[src/rtl/serial_mmu_bridge.sv]
// -----------------------------------------------------------------------------
// serial_mmu_bridge
//
// Bridges the MMU data port to the serial controller. Each MMU access that
// falls into the serial address window becomes at most one serial-controller
// transaction. Data writes are held off while the transmitter is busy, a
// ce-low gap is guaranteed between serial transactions, and a local CTRL word
// holds the RX-interrupt enable and the error-clear strobe.
//
// Window layout (word offsets from BASE_ADDR):
//   0 : serial data      (forwarded, se_addr_o = 0)
//   1 : serial status    (forwarded, se_addr_o = 1)
//   2 : local CTRL       bit0 = RX interrupt enable, bit31 write-1 clears err
//   3 .. WIN_WORDS-1 : reserved, reads 0, writes ignored, no error
//   >= WIN_WORDS or misaligned : unmapped, reads 0, sets sticky err
//
// Ports:
//   clk, rst           clock, asynchronous active-low reset
//   mem_*_i / mem_*_o  MMU request (ce held until mem_ready_o) and response
//   int_o              registered RX interrupt level (rx available & enable)
//   err_o              sticky error flag
//   se_*_o / se_*_i    serial controller request and response
//
// Optional feature macro: SERIAL_TIMEOUT_EN
//   When defined, a watchdog counts cycles spent in ISSUE and WAIT_TX and
//   completes the access with 32'hFFFFFFFF and err set once it reaches
//   TIMEOUT. When undefined those states wait indefinitely.
// -----------------------------------------------------------------------------
module serial_mmu_bridge #(
  parameter logic [31:0] BASE_ADDR = 32'hBFD003F8,
  parameter int unsigned WIN_WORDS = 32'd4
`ifdef SERIAL_TIMEOUT_EN
  ,
  parameter int unsigned TIMEOUT   = 32'd1023
`endif
) (
  input  logic        clk,
  input  logic        rst,
  input  logic        mem_ce_i,
  input  logic        mem_we_i,
  input  logic [31:0] mem_addr_i,
  input  logic [31:0] mem_data_i,
  input  logic [3:0]  mem_sel_i,
  output logic [31:0] mem_data_o,
  output logic        mem_ready_o,
  output logic        int_o,
  output logic        err_o,
  output logic        se_ce_o,
  output logic        se_we_o,
  output logic [2:0]  se_addr_o,
  output logic [31:0] se_data_o,
  output logic [3:0]  se_sel_o,
  input  logic [31:0] se_data_i,
  input  logic        se_ready_i,
  input  logic        se_read_enable_i,
  input  logic        se_write_busy_i
);

  typedef enum logic [2:0] {
    ST_IDLE    = 3'd0,
    ST_WAIT_TX = 3'd1,
    ST_ISSUE   = 3'd2,
    ST_DONE    = 3'd3,
    ST_HOLD    = 3'd4
  } state_e;

  state_e      state_q, state_d;
  logic        lat_we_q, lat_we_d;
  logic [2:0]  lat_addr_q, lat_addr_d;
  logic [31:0] lat_data_q, lat_data_d;
  logic [3:0]  lat_sel_q, lat_sel_d;
  logic        ien_q, ien_d;
  logic        err_q, err_d;
  logic        int_q, int_d;
  logic [31:0] mem_data_q, mem_data_d;
  logic        mem_ready_q, mem_ready_d;
  logic        se_ce_q, se_ce_d;
  logic        se_we_q, se_we_d;
  logic [2:0]  se_addr_q, se_addr_d;
  logic [31:0] se_data_q, se_data_d;
  logic [3:0]  se_sel_q, se_sel_d;
  logic        timeout_s;

  // Address decode. BASE_ADDR is word aligned, so the low bits of the
  // difference expose misalignment; addresses below the base wrap to a huge
  // offset and land in the unmapped range.
  logic [31:0] diff_s;
  logic [31:0] off_s;
  logic        unmapped_s;
  logic        is_data_s;
  logic        is_stat_s;
  logic        is_ctrl_s;

  assign diff_s     = mem_addr_i - BASE_ADDR;
  assign off_s      = {2'b00, diff_s[31:2]};
  assign unmapped_s = (diff_s[1:0] != 2'b00) || (off_s >= WIN_WORDS);
  assign is_data_s  = !unmapped_s && (off_s == 32'd0);
  assign is_stat_s  = !unmapped_s && (off_s == 32'd1);
  assign is_ctrl_s  = !unmapped_s && (off_s == 32'd2);

`ifdef SERIAL_TIMEOUT_EN
  localparam int unsigned CNT_W = (TIMEOUT > 32'd1) ? $clog2(TIMEOUT + 32'd1) : 32'd1;
  logic [CNT_W-1:0] cnt_q, cnt_d;

  assign timeout_s = (cnt_q == CNT_W'(TIMEOUT));

  // Watchdog next value: restarts on every state change, counts only while
  // waiting on the transmitter or on the serial controller.
  always_comb begin
    if (state_d != state_q) begin
      cnt_d = {CNT_W{1'b0}};
    end else if ((state_q == ST_ISSUE) || (state_q == ST_WAIT_TX)) begin
      cnt_d = cnt_q + CNT_W'(1);
    end else begin
      cnt_d = {CNT_W{1'b0}};
    end
  end

  // Watchdog counter register.
  always_ff @(posedge clk or negedge rst) begin
    if (!rst) begin
      cnt_q <= {CNT_W{1'b0}};
    end else begin
      cnt_q <= cnt_d;
    end
  end
`else
  assign timeout_s = 1'b0;
`endif

  // Transaction FSM next state, request latch, local registers and the
  // next values of all registered outputs.
  always_comb begin
    state_d    = state_q;
    lat_we_d   = lat_we_q;
    lat_addr_d = lat_addr_q;
    lat_data_d = lat_data_q;
    lat_sel_d  = lat_sel_q;
    ien_d      = ien_q;
    err_d      = err_q;
    mem_data_d = mem_data_q;

    case (state_q)
      ST_IDLE: begin
        if (mem_ce_i) begin
          lat_we_d   = mem_we_i;
          lat_addr_d = off_s[2:0];
          lat_data_d = mem_data_i;
          lat_sel_d  = mem_sel_i;
          if (unmapped_s) begin
            mem_data_d = 32'd0;
            err_d      = 1'b1;
            state_d    = ST_DONE;
          end else if (is_data_s || is_stat_s) begin
            // Only data writes feed the transmitter; status traffic and
            // reads go straight out.
            if (mem_we_i && is_data_s && se_write_busy_i) begin
              state_d = ST_WAIT_TX;
            end else begin
              state_d = ST_ISSUE;
            end
          end else if (is_ctrl_s) begin
            if (mem_we_i) begin
              mem_data_d = 32'd0;
              if (mem_sel_i[0]) begin
                ien_d = mem_data_i[0];
              end else begin
                ien_d = ien_q;
              end
              if (mem_data_i[31]) begin
                err_d = 1'b0;
              end else begin
                err_d = err_q;
              end
            end else begin
              mem_data_d = {31'd0, ien_q};
            end
            state_d = ST_DONE;
          end else begin
            // Reserved word inside the window: harmless, no error.
            mem_data_d = 32'd0;
            state_d    = ST_DONE;
          end
        end else begin
          state_d = ST_IDLE;
        end
      end

      ST_WAIT_TX: begin
        // A withdrawn request is abandoned before anything reaches the
        // serial controller.
        if (!mem_ce_i) begin
          state_d = ST_IDLE;
        end else if (timeout_s) begin
          mem_data_d = 32'hFFFF_FFFF;
          err_d      = 1'b1;
          state_d    = ST_DONE;
        end else if (!se_write_busy_i) begin
          state_d = ST_ISSUE;
        end else begin
          state_d = ST_WAIT_TX;
        end
      end

      ST_ISSUE: begin
        // Once issued the transaction always runs to completion, whatever
        // mem_ce_i does.
        if (se_ready_i) begin
          if (lat_we_q) begin
            mem_data_d = 32'd0;
          end else begin
            mem_data_d = se_data_i;
          end
          state_d = ST_DONE;
        end else if (timeout_s) begin
          mem_data_d = 32'hFFFF_FFFF;
          err_d      = 1'b1;
          state_d    = ST_DONE;
        end else begin
          state_d = ST_ISSUE;
        end
      end

      ST_DONE: begin
        state_d = ST_HOLD;
      end

      ST_HOLD: begin
        // Waiting for the MMU to drop ce keeps the access from being issued
        // twice and leaves se_ce_o low for at least DONE plus this cycle.
        if (mem_ce_i) begin
          state_d = ST_HOLD;
        end else begin
          state_d = ST_IDLE;
        end
      end

      default: begin
        state_d = ST_IDLE;
      end
    endcase

    mem_ready_d = (state_d == ST_DONE);
    se_ce_d     = (state_d == ST_ISSUE);
    if (se_ce_d) begin
      se_we_d   = lat_we_d;
      se_addr_d = lat_addr_d;
      se_data_d = lat_data_d;
      se_sel_d  = lat_sel_d;
    end else begin
      se_we_d   = 1'b0;
      se_addr_d = 3'd0;
      se_data_d = 32'd0;
      se_sel_d  = 4'd0;
    end

    // Uses the enable being written this cycle, so a CTRL write and a
    // rising RX flag in the same cycle resolve to the new enable.
    int_d = se_read_enable_i & ien_d;
  end

  // State, latch, local registers and registered outputs.
  always_ff @(posedge clk or negedge rst) begin
    if (!rst) begin
      state_q     <= ST_IDLE;
      lat_we_q    <= 1'b0;
      lat_addr_q  <= 3'd0;
      lat_data_q  <= 32'd0;
      lat_sel_q   <= 4'd0;
      ien_q       <= 1'b0;
      err_q       <= 1'b0;
      int_q       <= 1'b0;
      mem_data_q  <= 32'd0;
      mem_ready_q <= 1'b0;
      se_ce_q     <= 1'b0;
      se_we_q     <= 1'b0;
      se_addr_q   <= 3'd0;
      se_data_q   <= 32'd0;
      se_sel_q    <= 4'd0;
    end else begin
      state_q     <= state_d;
      lat_we_q    <= lat_we_d;
      lat_addr_q  <= lat_addr_d;
      lat_data_q  <= lat_data_d;
      lat_sel_q   <= lat_sel_d;
      ien_q       <= ien_d;
      err_q       <= err_d;
      int_q       <= int_d;
      mem_data_q  <= mem_data_d;
      mem_ready_q <= mem_ready_d;
      se_ce_q     <= se_ce_d;
      se_we_q     <= se_we_d;
      se_addr_q   <= se_addr_d;
      se_data_q   <= se_data_d;
      se_sel_q    <= se_sel_d;
    end
  end

  assign mem_data_o  = mem_data_q;
  assign mem_ready_o = mem_ready_q;
  assign int_o       = int_q;
  assign err_o       = err_q;
  assign se_ce_o     = se_ce_q;
  assign se_we_o     = se_we_q;
  assign se_addr_o   = se_addr_q;
  assign se_data_o   = se_data_q;
  assign se_sel_o    = se_sel_q;

endmodule

[config.mk]
export PLATFORM = sky130hd
export DESIGN_NAME = serial_mmu_bridge
export DESIGN_NICKNAME = d
export VERILOG_FILES = /design/src/rtl/serial_mmu_bridge.sv
export SDC_FILE = /design/constraint.sdc
export NUM_CORES = 1
export LEC_CHECK = 0
export ABC_AREA = 1
export CAP_MARGIN = 10
export CORE_ASPECT_RATIO = 0.9
export CORE_UTILIZATION = 31
export DETAILED_ROUTE_END_ITERATION = 16
export GPL_TIMING_DRIVEN = 0
export SLEW_MARGIN = 20
export SYNTH_ARGS = -nofsm -noshare
export SYNTH_HDL_FRONTEND = slang
export SYNTH_SLANG_ARGS = --single-unit
[constraint.sdc]
create_clock -name clk -period 1.9 [get_ports clk]
set_input_delay 0.38 -clock clk [delete_from_list [all_inputs] [get_ports clk]]
set_output_delay 0.38 -clock clk [all_outputs]
set_load 0.03 [all_outputs]
# After elaboration in Yosys (flattened, before gate mapping)

Index checks and enable logic that the tools add are counted.

$add $sub $neg: 1
$lt $le $gt $ge: 1
Equality and inequality tests: 12
Muxes and demuxes: 41
Bitwise gates (word level): 1
Reductions and logical operators: 17

Operators by type and width:

| operator                                                                              | number |
|---|---|
| 32-bit two-way mux                                                                    | 9 |
| 32-bit case mux with 2 select lines                                                   | 1 |
| 32-bit logical NOT                                                                    | 1 |
| 32-bit subtractor (second input constant)                                             | 1 |
| 30-bit by 1-bit equality test with 1-bit output (second input constant)               | 1 |
| 30-bit by 2-bit equality test with 1-bit output (second input constant)               | 1 |
| 30-bit by 3-bit greater-or-equal comparator with 1-bit output (second input constant) | 1 |
| 3-bit two-way mux                                                                     | 7 |
| 1-bit two-way mux                                                                     | 17 |
| 3-bit case mux with 5 select lines                                                    | 1 |
| 3-bit by 2-bit equality test with 1-bit output (second input constant)                | 4 |
| 4-bit two-way mux                                                                     | 3 |
| 2-bit nonzero test                                                                    | 5 |
| 2-bit two-way mux                                                                     | 3 |
| 2-bit inequality test (second input constant)                                         | 3 |
| 6-bit AND reduction                                                                   | 1 |
| 1-bit logical AND                                                                     | 5 |
| 4-bit AND reduction                                                                   | 1 |
| 3-bit by 1-bit equality test with 1-bit output (second input constant)                | 1 |
| 3-bit equality test (second input constant)                                           | 1 |
| 3-bit logical NOT                                                                     | 1 |
| 3-bit inequality test (second input constant)                                         | 1 |
| 1-bit logical OR                                                                      | 2 |
| 1-bit AND                                                                             | 1 |
| 1-bit logical NOT                                                                     | 1 |

Register bits after elaboration: 120
Input bits: 107
Output and inout port bits: 76
Word-level logic and storage cells: 88

# Logic depth before layout (Yosys ltp)

Gate-level depths: netlist of the first run.

Word-level depth: 14
Mapped depth: 21
Mapped depth without buffers: 20

# Worst setup path before layout of the first run

Ideal clock, no wire load.

Path type: input -> register
Start point: input port mem_addr_i[3]
End point: register se_addr_q[2], in the netlist se_addr_o[2]
Library setup time: 0.130 ns
Data arrival time: 2.050 ns
Required time: 1.770 ns
Slack: -0.280 ns
Stages on the path: 17
Path buffers: 1
Cells stage by stage: ha_1 -> nand2_1 -> nor2_1 -> nand2_1 -> nand2_1 -> nand2_2 -> nand2_2 -> nand2_4 -> nand3_1 -> nand2_2 -> nor2_1 -> nand3_1 -> o21ai_2 -> nand2_2 -> nand3_4 -> buf_12 -> nor2_4

Cells in the longest elaborated chain, start to end: 14
Elaborated cells between the ends (all ways): 20
Classes of those cells: 1 x add/sub; 1 x order compare; 2 x eq/ne; 8 x mux; 8 x reduce/logical

RTL lines:

| what                                                          | RTL line | RTL |
|---|---|---|
| start, declared                                               | 41       | `input logic [31:0] mem_addr_i,` |
| 32-bit subtractor *                                           | 94       | `assign diff_s = mem_addr_i - BASE_ADDR;` |
| 30-bit by 3-bit greater-or-equal comparator with 1-bit output | 96       | `assign unmapped_s = (diff_s[1:0] != 2'b00) \|\| (off_s >= WIN_WORDS);` |
| 1-bit logical OR                                              | 96       |  |
| 1-bit logical NOT                                             | 97, 98   |  |
| 1-bit logical AND                                             | 97       | `assign is_data_s = !unmapped_s && (off_s == 32'd0);` |
| 1-bit logical AND (2 in a row)                                | 157      | `if (mem_we_i && is_data_s && se_write_busy_i) begin` |
| 2-bit two-way mux                                             | 157      |  |
| 3-bit two-way mux                                             | 154      | `end else if (is_data_s \|\| is_stat_s) begin` |
| 3-bit two-way mux *                                           | 150      | `if (unmapped_s) begin` |
| 3-bit two-way mux *                                           | 145      | `if (mem_ce_i) begin` |
| 3-bit case mux with 5 select lines *                          | 143      | `case (state_q)` |
| via state_d[1]                                                | 67       | `state_e state_q, state_d;` |
| 3-bit by 2-bit equality test with 1-bit output *              | 244      | `se_ce_d = (state_d == ST_ISSUE);` |
| 3-bit two-way mux *                                           | 245      | `if (se_ce_d) begin` |
| via se_addr_d[2]                                              | 79       | `logic [2:0] se_addr_q, se_addr_d;` |
| end signal, assigned                                          | 293      | `se_addr_q <= se_addr_d;` |
| end, declared                                                 | 79       |  |

The timed path passes the listed nets; every way through them passes the cells marked *.
A chain may end at the register's enable or synchronous reset.

# Worst setup path after layout of the first run

Start point: input port mem_addr_i[11]
End point: register se_data_q[12], in the netlist se_data_o[12]

Cells in the longest elaborated chain, start to end: 14
Elaborated cells between the ends (all ways): 18
Classes of those cells: 1 x add/sub; 1 x order compare; 2 x eq/ne; 6 x mux; 8 x reduce/logical

RTL lines:

| what                                                          | RTL line | RTL |
|---|---|---|
| 32-bit subtractor *                                           | 94       |  |
| 30-bit by 3-bit greater-or-equal comparator with 1-bit output | 96       |  |
| 1-bit logical OR                                              | 96       |  |
| 1-bit logical NOT                                             | 97, 98   |  |
| 1-bit logical AND                                             | 97       |  |
| 1-bit logical AND (2 in a row)                                | 157      |  |
| 2-bit two-way mux                                             | 157      |  |
| 3-bit two-way mux                                             | 154      |  |
| 3-bit two-way mux *                                           | 150      |  |
| 3-bit two-way mux *                                           | 145      |  |
| 3-bit case mux with 5 select lines *                          | 143      |  |
| 3-bit by 2-bit equality test with 1-bit output *              | 244      |  |
| 32-bit two-way mux *                                          | 245      |  |
| via se_data_d[12]                                             | 80       | `logic [31:0] se_data_q, se_data_d;` |
| end signal, assigned                                          | 294      | `se_data_q <= se_data_d;` |
| end, declared                                                 | 80       |  |

Marks and branches as above.

==> results of run 1 <==
[state kept, by name, indices dropped and copies added (netlist names)]
signal,count
int_o,1
se_data_o,32
mem_ready_o,1
se_we_o,1
state_q,3
se_ce_o,1
lat_we_q,1
lat_sel_q,4
mem_data_o,32
se_addr_o,3
err_o,1
lat_data_q,32
se_sel_o,4
ien_q,1
lat_addr_q,3
[power groups by stage]
stage	Combinational, mW	Sequential, mW	Clock, mW
floorplan	4.09	5.31	0
global placement	7.73	4.07	0
detailed placement	7.83	4.08	0
CTS	9.82	4.09	3.21
global route	10.3	4.24	3.33
finish	9.57	4.11	3.13
[placed cells by master, fill, tap and decap left out, types with 7 or more instances in the layout]
master / synthesis / routed
dfrtp_1: 120 / 120
nor3_1: 11 / 7
nand2_2: 13 / 65
nand2_4: 4 / 16
buf_4: 3 / 32
o21ai_0: 40 / 23
or2_2: 40 / 40
o21ai_1: 3 / 9
o21ai_2: 2 / 11
nor2_2: 4 / 17
nand2_1: 186 / 119
nand4_1: 13 / 13
buf_8: 0 / 8
clkbuf_1: 14 / 8
dlymetal6s2s_1: 0 / 13
inv_2: 6 / 11
buf_12: 4 / 7
inv_1: 125 / 118
clkbuf_16: 0 / 17
buf_6: 2 / 21
clkdlybuf4s50_1: 0 / 141
nand3_2: 3 / 9
nor2_1: 83 / 56
nor2_4: 43 / 57
nand3_1: 73 / 65
[area by class of cell]
type | count | area [um2] | area share
well taps | 286 | 357.8 | 0.03397
flip-flops and latches | 120 | 3003 | 0.2850
inverters | 131 | 496.7 | 0.04715
clock buffers | 20 | 466.7 | 0.04430
plain buffers | 23 | 209.0 | 0.01983
repair buffers | 229 | 2377 | 0.2257
repair inverters | 1 | 5.005 | 0.0004751
clock inverters | 12 | 116.4 | 0.01105
multi-input cells | 547 | 3503 | 0.3325
[per-layer routing]
| layer | global-route usage | up-vias |
|---|---|---|
| li1 | - | 3045 |
| met2 | 0.2854 | 157 |
| met5 | 0 | - |
| met3 | 0.04734 | 13 |
| met1 | 0.2381 | 2855 |
| met4 | 0.03664 | 0 |
[timing repair]
| action | CTS | global route |
|---|---|---|
| setup endpoints to repair | 119 | 123 |
| hold buffers | 1 | 0 |
| pin swaps | 37 | 48 |
| setup buffers | 31 | 13 |
| cloned | 11 | 0 |
| endpoints found under the hold margin | 3 | 0 |
| resized for setup | 225 | 144 |
[worst min-delay path, delay by kind of cell]
family	cells	cell delay [ps]
AO/OA/AOI/OAI	1	100
buffers and inverters	3	280
[cells by family after synthesis]
group                    after synthesis  synth area share
adder cells (fa/ha/maj)                1          0.001910
AND/OR/NAND/NOR                      487            0.3882
AO/OA/AOI/OAI                         57           0.04681
buffers and inverters                157            0.1045
flip-flops                           120            0.4585
[path summary, 6_finish.rpt]
kind | start | end | slack (ps) | cells after the start
worst max register to register | state_q[2]$_DFF_PN0_ | mem_data_o[25]$_DFFE_PN0P_ | 10 | 7
min in group asynchronous | rst | lat_data_q[14]$_DFF_PN0_ | 530 | 2
max in group asynchronous | rst | mem_data_o[3]$_DFFE_PN0P_ | 660 | 3
worst max-delay path | mem_addr_i[11] | se_data_o[12]$_DFF_PN0_ | -320 | 18
worst min register to register | mem_data_o[15]$_DFFE_PN0P_ | mem_data_o[15]$_DFFE_PN0P_ | 480 | 2
worst min-delay path | mem_addr_i[3] | lat_addr_q[1]$_DFF_PN0_ | 390 | 4
==> metrics.md, run 1 <==
| Metric | Value |
|---|---|
| Total met3 wirelength after detailed routing | `1057 um` |
| Post-Synthesis Cell Area | `~6500 um2` |
| Worst slew margin relative to its limit | `0.5585` |
| Met2 wire length | `8600 um` |
| Slowest cell on the critical path | `nor3_4` |
| Count of flip-flops with a built-in enable after synthesis | `0` |
| Ys flop type | `dfrtp_1` |
| Highest metal layer with signal wires | `met4` |
| Setup violation total in the final timing report | `74` |
| Final design area excluding fillers | `between 10000 and 15000 um2` |
| Area of the core | `20770 um2` |
| Kind of cell adding the most delay to the critical path | `simple AND/OR/NAND/NOR gates` |
| Clock network fraction of design power | `0.186` |
| Most numerous cell in the Yosys netlist | `nand2_1` |
| Cell with the most instances on the worst path | `nand2_1` |
| Cell leakage power | `between 5 and 6 nW` |
| Initial antenna violation count | `0` |
| Die area | `21710 um2` |
| Clock net sink count | `120` |
| Drt via density | `4.434` |
| Fraction of registers with async set/reset | `1.000` |
| Starting density of the core | `0.3153` |
| Area growth from synthesis to layout | `60.87%` |
| Internal power contribution | `9.841 mW` |
| Final setup TNS | `-15020 ps` |
| Count of pins over their slew limit | `0` |
| Count of antenna-violating nets left after detailed routing | `0` |
| Number of standard cells after synthesis | `822` |
| Post-synth top area share | `0.4585` |
| Total power | `16.81 mW` |
| Synthesized area divided by synthesized cell count | `7.967 um2` |
| Fin cells | `1369` |
| Ordered list of cells on the worst path | `buf_4 > nor3_4 > buf_4 > nand2_8 > o21ai_4 > nand2_1 > nand2_1 > nand2_1 > nor2_1 > nand2_1 > nor2_4 > nand4_2 > nand2_2 > nand3_4 > buf_12 > buf_12 > buf_16 > nor2_4` |
| CP startpoint kind | `primary input` |
| Worst hold path class | `in2reg` |
| Final clock period utilization by the worst path | `1.169` |
| Height of the die | `between 100 and 150 um` |
| Count of fill cells added during filler insertion | `1998` |
| Number of iterations in the first detailed-routing pass | `4` |
| P_sw | `6.967 mW` |
| Vias in the first global route | `a little over 6000` |
| Most frequent cells after synthesis | `nand2_1, inv_1, dfrtp_1` |
| Final hold violations | `0` |
| Inserted Clock Buffers | `17` |
| Critical path class | `in2reg` |
| Worst Hold Slack | `389.6 ps` |
| DRC viols | `0` |
| Outcome | `complete, but fails checks` |
| Final wirelength | `18540 um` |
| Cell count after placement | `1290` |
| 1st-iter DRT viols | `190` |
| Synth unique cells | `36` |
| Via count | `6070` |
| Switching fraction of total power | `0.4145` |
| CTS tree | `built` |
| Largest voltage drop on the vdd net | `~0.0007 V` |
| Synth warnings | `0` |
| Data arrival, critical path | `2570 ps` |
| Cells taking the most area after synthesis | `dfrtp_1, nand2_1, nor2_4` |
| Flops & latches, synth | `120` |
| Clock tree skew after final layout | `12.76 ps` |
| Number of placed I/O pins | `between 150 and 200` |
| Post-DP HPWL | `13010 um` |
| Setup Slack @ Placement | `-1335 ps` |
| Number of violations of the max-capacitance limit | `0` |
| Maximum level of the CTS H-tree | `4` |
| Post-synth top area cell | `dfrtp_1` |
| Post-CTS clock slew at the launch and capture registers of the worst setup and hold paths | `approximately 60 ps` |
| Number of cell rows | `50` |
| Final WS setup | `-321.4 ps` |
| Horizontal die dimension | `155.2 um` |
| Clock root buffer | `clkbuf_16` |
| Required @ worst endpoint | `2250 ps` |
| Post-layout minimum cycle time | `2221 ps` |
| Total nets after synthesis | `930` |
| Violations in the final reports | `negative setup slack` |
| Routed length per instance | `about 14 um` |
| Max Clock Freq | `450.2 MHz` |
| Count of buffers from port buffering | `181` |
| Number of buffer and inverter stages on the critical path | `5` |
| Maximum fanout count along the critical path | `5` |
| Critical path's largest stage delay | `210 ps` |
| Power per cell area | `between 1500 and 2000 nW/um2` |
| Global-route usage over all layers | `0.1771` |
| Overflow after GRT | `0` |
| Placed inst area | `8836 um2` |
| Unrepaired setup endpoints after global routing | `yes` |
| Largest net degree at the start of global routing | `71` |
| Layout cell share with drive strength beyond 1 | `0.3426` |
| Max Buffers Root-to-Sink | `2` |
| Metal1 wirelength | `8736 um` |
| Critical path capture point type | `register` |
| Share of the yosys chip area belonging to registers | `0.4585` |
| Clock latency on the worst-skew pair | `about 400 ps` |
| Antenna Diode Count | `0` |
| End-of-flow core utilization | `0.5072` |
| First-pass GRT wire length | `30350 um` |
| Portion of total power attributed to combinational logic | `0.569` |
| Nets | `1178` |
| GP Congestion | `0.8636` |
| Worst-margin pin slew | `roughly 660 ps` |
| Sequential power share | `0.245` |
(Power assumes the default switching activity.)
==> inputs of run 2 (changes only) <==
--- a/config.mk
+++ b/config.mk
@@ -6,6 +6,7 @@
 export NUM_CORES = 1
 export LEC_CHECK = 0
 export ABC_AREA = 1
+export ABC_CLOCK_PERIOD_IN_PS = 1900
 export CAP_MARGIN = 10
 export CORE_ASPECT_RATIO = 0.9
 export CORE_UTILIZATION = 31
==> results of run 2 <==
No change in the layout: final DEF, timing and power equal those of run 1.
==> inputs of run 3 (changes only) <==
--- a/config.mk
+++ b/config.mk
@@ -8,7 +8,6 @@
 export ABC_AREA = 1
 export ABC_CLOCK_PERIOD_IN_PS = 1900
 export CAP_MARGIN = 10
-export CORE_ASPECT_RATIO = 0.9
 export CORE_UTILIZATION = 31
 export DETAILED_ROUTE_END_ITERATION = 16
 export GPL_TIMING_DRIVEN = 0
==> metrics.md, run 3 (synthesis results as in run 1) <==
| Metric | Value |
|---|---|
| Unrepaired setup endpoints after global routing | `yes` |
| Setup Slack @ Placement | `-1275 ps (+60.07 ps)` |
| Largest net degree at the start of global routing | `62 (-13%)` |
| Critical path capture point type | `register` |
| Routed length per instance | `13.76 um (+1.6%)` |
| Logic depth of the worst register-to-register path | `11 (+4)` |
| End-of-flow core utilization | `0.5136 (+0.006324)` |
| Power per cell area | `1583 nW/um2 (-0.79%)` |
| Global-route usage over all layers | `0.1753 (-0.001846)` |
| Worst flop-to-flop path endpoint | `int_o$_DFF_PN0_` |
| Setup violation total in the final timing report | `75 (+1.4%)` |
| Inserted Clock Buffers | `17 (unchanged)` |
| Area of the core | `20490 um2 (-1.3%)` |
| Post-layout minimum cycle time | `2121 ps (-100.8 ps)` |
| Overflow after GRT | `0 (unchanged)` |
| Outcome | `complete, but fails checks` |
| End point of the critical path | `se_data_o[16]$_DFF_PN0_` |
| Clock net sink count | `120 (unchanged)` |
| Vias in the first global route | `6067 (-0.082%)` |
| Count of pins over their slew limit | `0 (unchanged)` |
| Drt via density | `4.476 (+0.96%)` |
| Starting density of the core | `0.3195 (+0.004235)` |
| CTS tree | `built` |
| Nets | `1180 (+0.17%)` |
| Final hold violations | `0 (unchanged)` |
| Maximum level of the CTS H-tree | `4 (unchanged)` |
| CP startpoint kind | `primary input` |
| Number of cell rows | `52 (+4.0%)` |
| Worst hold path class | `in2reg` |
| Area growth from synthesis to layout | `60.72% (about the same)` |
| Max Clock Freq | `471.6 MHz (+4.8%)` |
| Register-to-register path setup slack | `60 ps (+50 ps)` |
| Worst slew margin relative to its limit | `0.6165 (+0.05808)` |
| Cell leakage power | `4.956 nW (-3.6%)` |
| Clock tree skew after final layout | `10.97 ps (-1.796 ps)` |
| Largest voltage drop on the vdd net | `0.0008707 V (+27%)` |
| Die area | `21710 um2 (about the same)` |
| Most common cell after layout, fill and taps aside | `clkdlybuf4s50_1` |
| Start of the worst register-to-register path | `state_q[0]$_DFF_PN0_` |
| Count of buffers from port buffering | `181 (unchanged)` |
| Count of antenna-violating nets left after detailed routing | `0 (unchanged)` |
| Post-CTS clock slew at the launch and capture registers of the worst setup and hold paths | `60 ps (about the same)` |
| Via count | `6070 (unchanged)` |
| Worst-margin pin slew | `575.2 ps (-87.12 ps)` |
| Initial antenna violation count | `0 (unchanged)` |
| Max Buffers Root-to-Sink | `2 (unchanged)` |
| Commonest cells after routing, fill and taps aside | `clkdlybuf4s50_1, dfrtp_1, inv_1` |
| Number of iterations in the first detailed-routing pass | `4 (unchanged)` |
| Post-DP HPWL | `13040 um (+0.21%)` |
| Final clock period utilization by the worst path | `1.116 (-0.05306)` |
| Number of placed I/O pins | `183 (unchanged)` |
| Height of the die | `147.3 um (+5.3%)` |
| Number of violations of the max-capacitance limit | `0 (unchanged)` |
| Final wirelength | `18660 um (+0.62%)` |
| CP Launch Point | `mem_addr_i[6]` |
| Violations in the final reports | `negative setup slack` |
| DRC viols | `0 (unchanged)` |
| First-pass GRT wire length | `30240 um (-0.34%)` |
| Data arrival, critical path | `2450 ps (-120 ps)` |
| Clock root buffer | `clkbuf_16` |
| Maximum fanout count along the critical path | `6 (+1)` |
| Clock latency on the worst-skew pair | `410 ps (about the same)` |
| Final WS setup | `-220.6 ps (+100.8 ps)` |
| Horizontal die dimension | `147.3 um (-5.1%)` |
| Layout cell share with drive strength beyond 1 | `0.3521 (+0.009507)` |
| Critical path class | `in2reg` |
| GP Congestion | `0.9173 (+6.2%)` |
| Required @ worst endpoint | `2230 ps (-20 ps)` |
| 1st-iter DRT viols | `190 (unchanged)` |
-- run 3: changes by cell type in the layout (fill, tap and decap cells not counted), sizes merged --
cell,before,now
nand2,205,204
clkbuf,35,37
buf,76,82
clkdlybuf4s50,141,152
bufinv,1,2
diode,0,1
clkinvlp,3,1
clkdlybuf4s15,5,0
dlymetal6s2s,13,2
inv,133,134
-- run 3: how the worst min path moves through the flow --
stage / slack [ps] / endpoint / depth (start not counted) / startpoint
after floorplan: 80 / err_o$_DFFE_PN0P_ / 0 / rst
final: 340 / lat_addr_q[1]$_DFF_PN0_ / 4 / mem_addr_i[3]
after CTS: 370 / lat_addr_q[1]$_DFF_PN0_ / 4 / mem_addr_i[3]
after global routing: 360 / lat_addr_q[1]$_DFF_PN0_ / 4 / mem_addr_i[3]
after global placement: 450 / mem_data_o[22]$_DFFE_PN0P_ / 2 / mem_data_o[22]$_DFFE_PN0P_
after detailed placement: 410 / se_data_o[18]$_DFF_PN0_ / 1 / rst
-- run 3: cell type report --
| class | instances | area, um2 |
|---|---|---|
| well taps | 270 | 337.8 |
| clock buffers | 19 | 442.9 |
| fillers | 1952 | 9970 |
| flip-flops and latches | 120 | 3003 |
| plain buffers | 26 | 251.5 |
| diodes | 1 | 2.502 |
| repair buffers | 230 | 2312 |
| multi-input cells | 546 | 3532 |
| inverters | 131 | 499.2 |
| clock inverters | 13 | 143.9 |
-- run 3: per-layer routing --
layer  vias up  part of all wire  track usage
met5         -                 0            0
met4         0            0.0086      0.04794
met2       143              0.50       0.2946
met1      2867              0.45       0.2274
li1       3048                 -            -
met3        12             0.044      0.03634
-- run 3: metrics by stage --
stage	TNS, ps	std cells	cell area, um2	total power, mW	hold WS, ps
final	-13740	1356	10530	16.66	339.3
after global routing	-24190	1355	10520	17.66	356.8
after CTS	-10690	1345	10080	16.28	372.7
after detailed placement	-127790	1274	8816	11.90	408.2
after global placement	-654400	1273	8787	11.79	453.7
after floorplan	-13020	822	6638	9.403	84.41
-- run 3: repair_timing --
item,in CTS,in global routing
gates resized for setup,224,143
hold buffers,1,0
pin swaps,56,50
buffers inserted,31,9
endpoints found under the setup margin,119,117
cloned,7,2
hold endpoints to repair,60,0
-- run 3: critical path, cell delays in order --
cell,delay [ps]
buf_4,110
nand2_4,50
nor2_4,170
buf_12,130
nand2_8,70
nand2_1,100
nand2_1,60
nand2_1,90
nand3_2,90
nand3b_1,220
nor2_2,210
nand4_2,120
nand2_2,110
nand3_4,130
buf_6,180
buf_12,140
nor2_4,70
-- run 3: where the power goes --
| group | total [mW] | switching [mW] | leakage, nW | internal, mW |
|---|---|---|---|---|
| registers | 4.08 | 0.405 | 1.49 | 3.68 |
| logic | 9.42 | 5.24 | 3.18 | 4.18 |
| clock network | 3.16 | 1.18 | 0.288 | 1.98 |
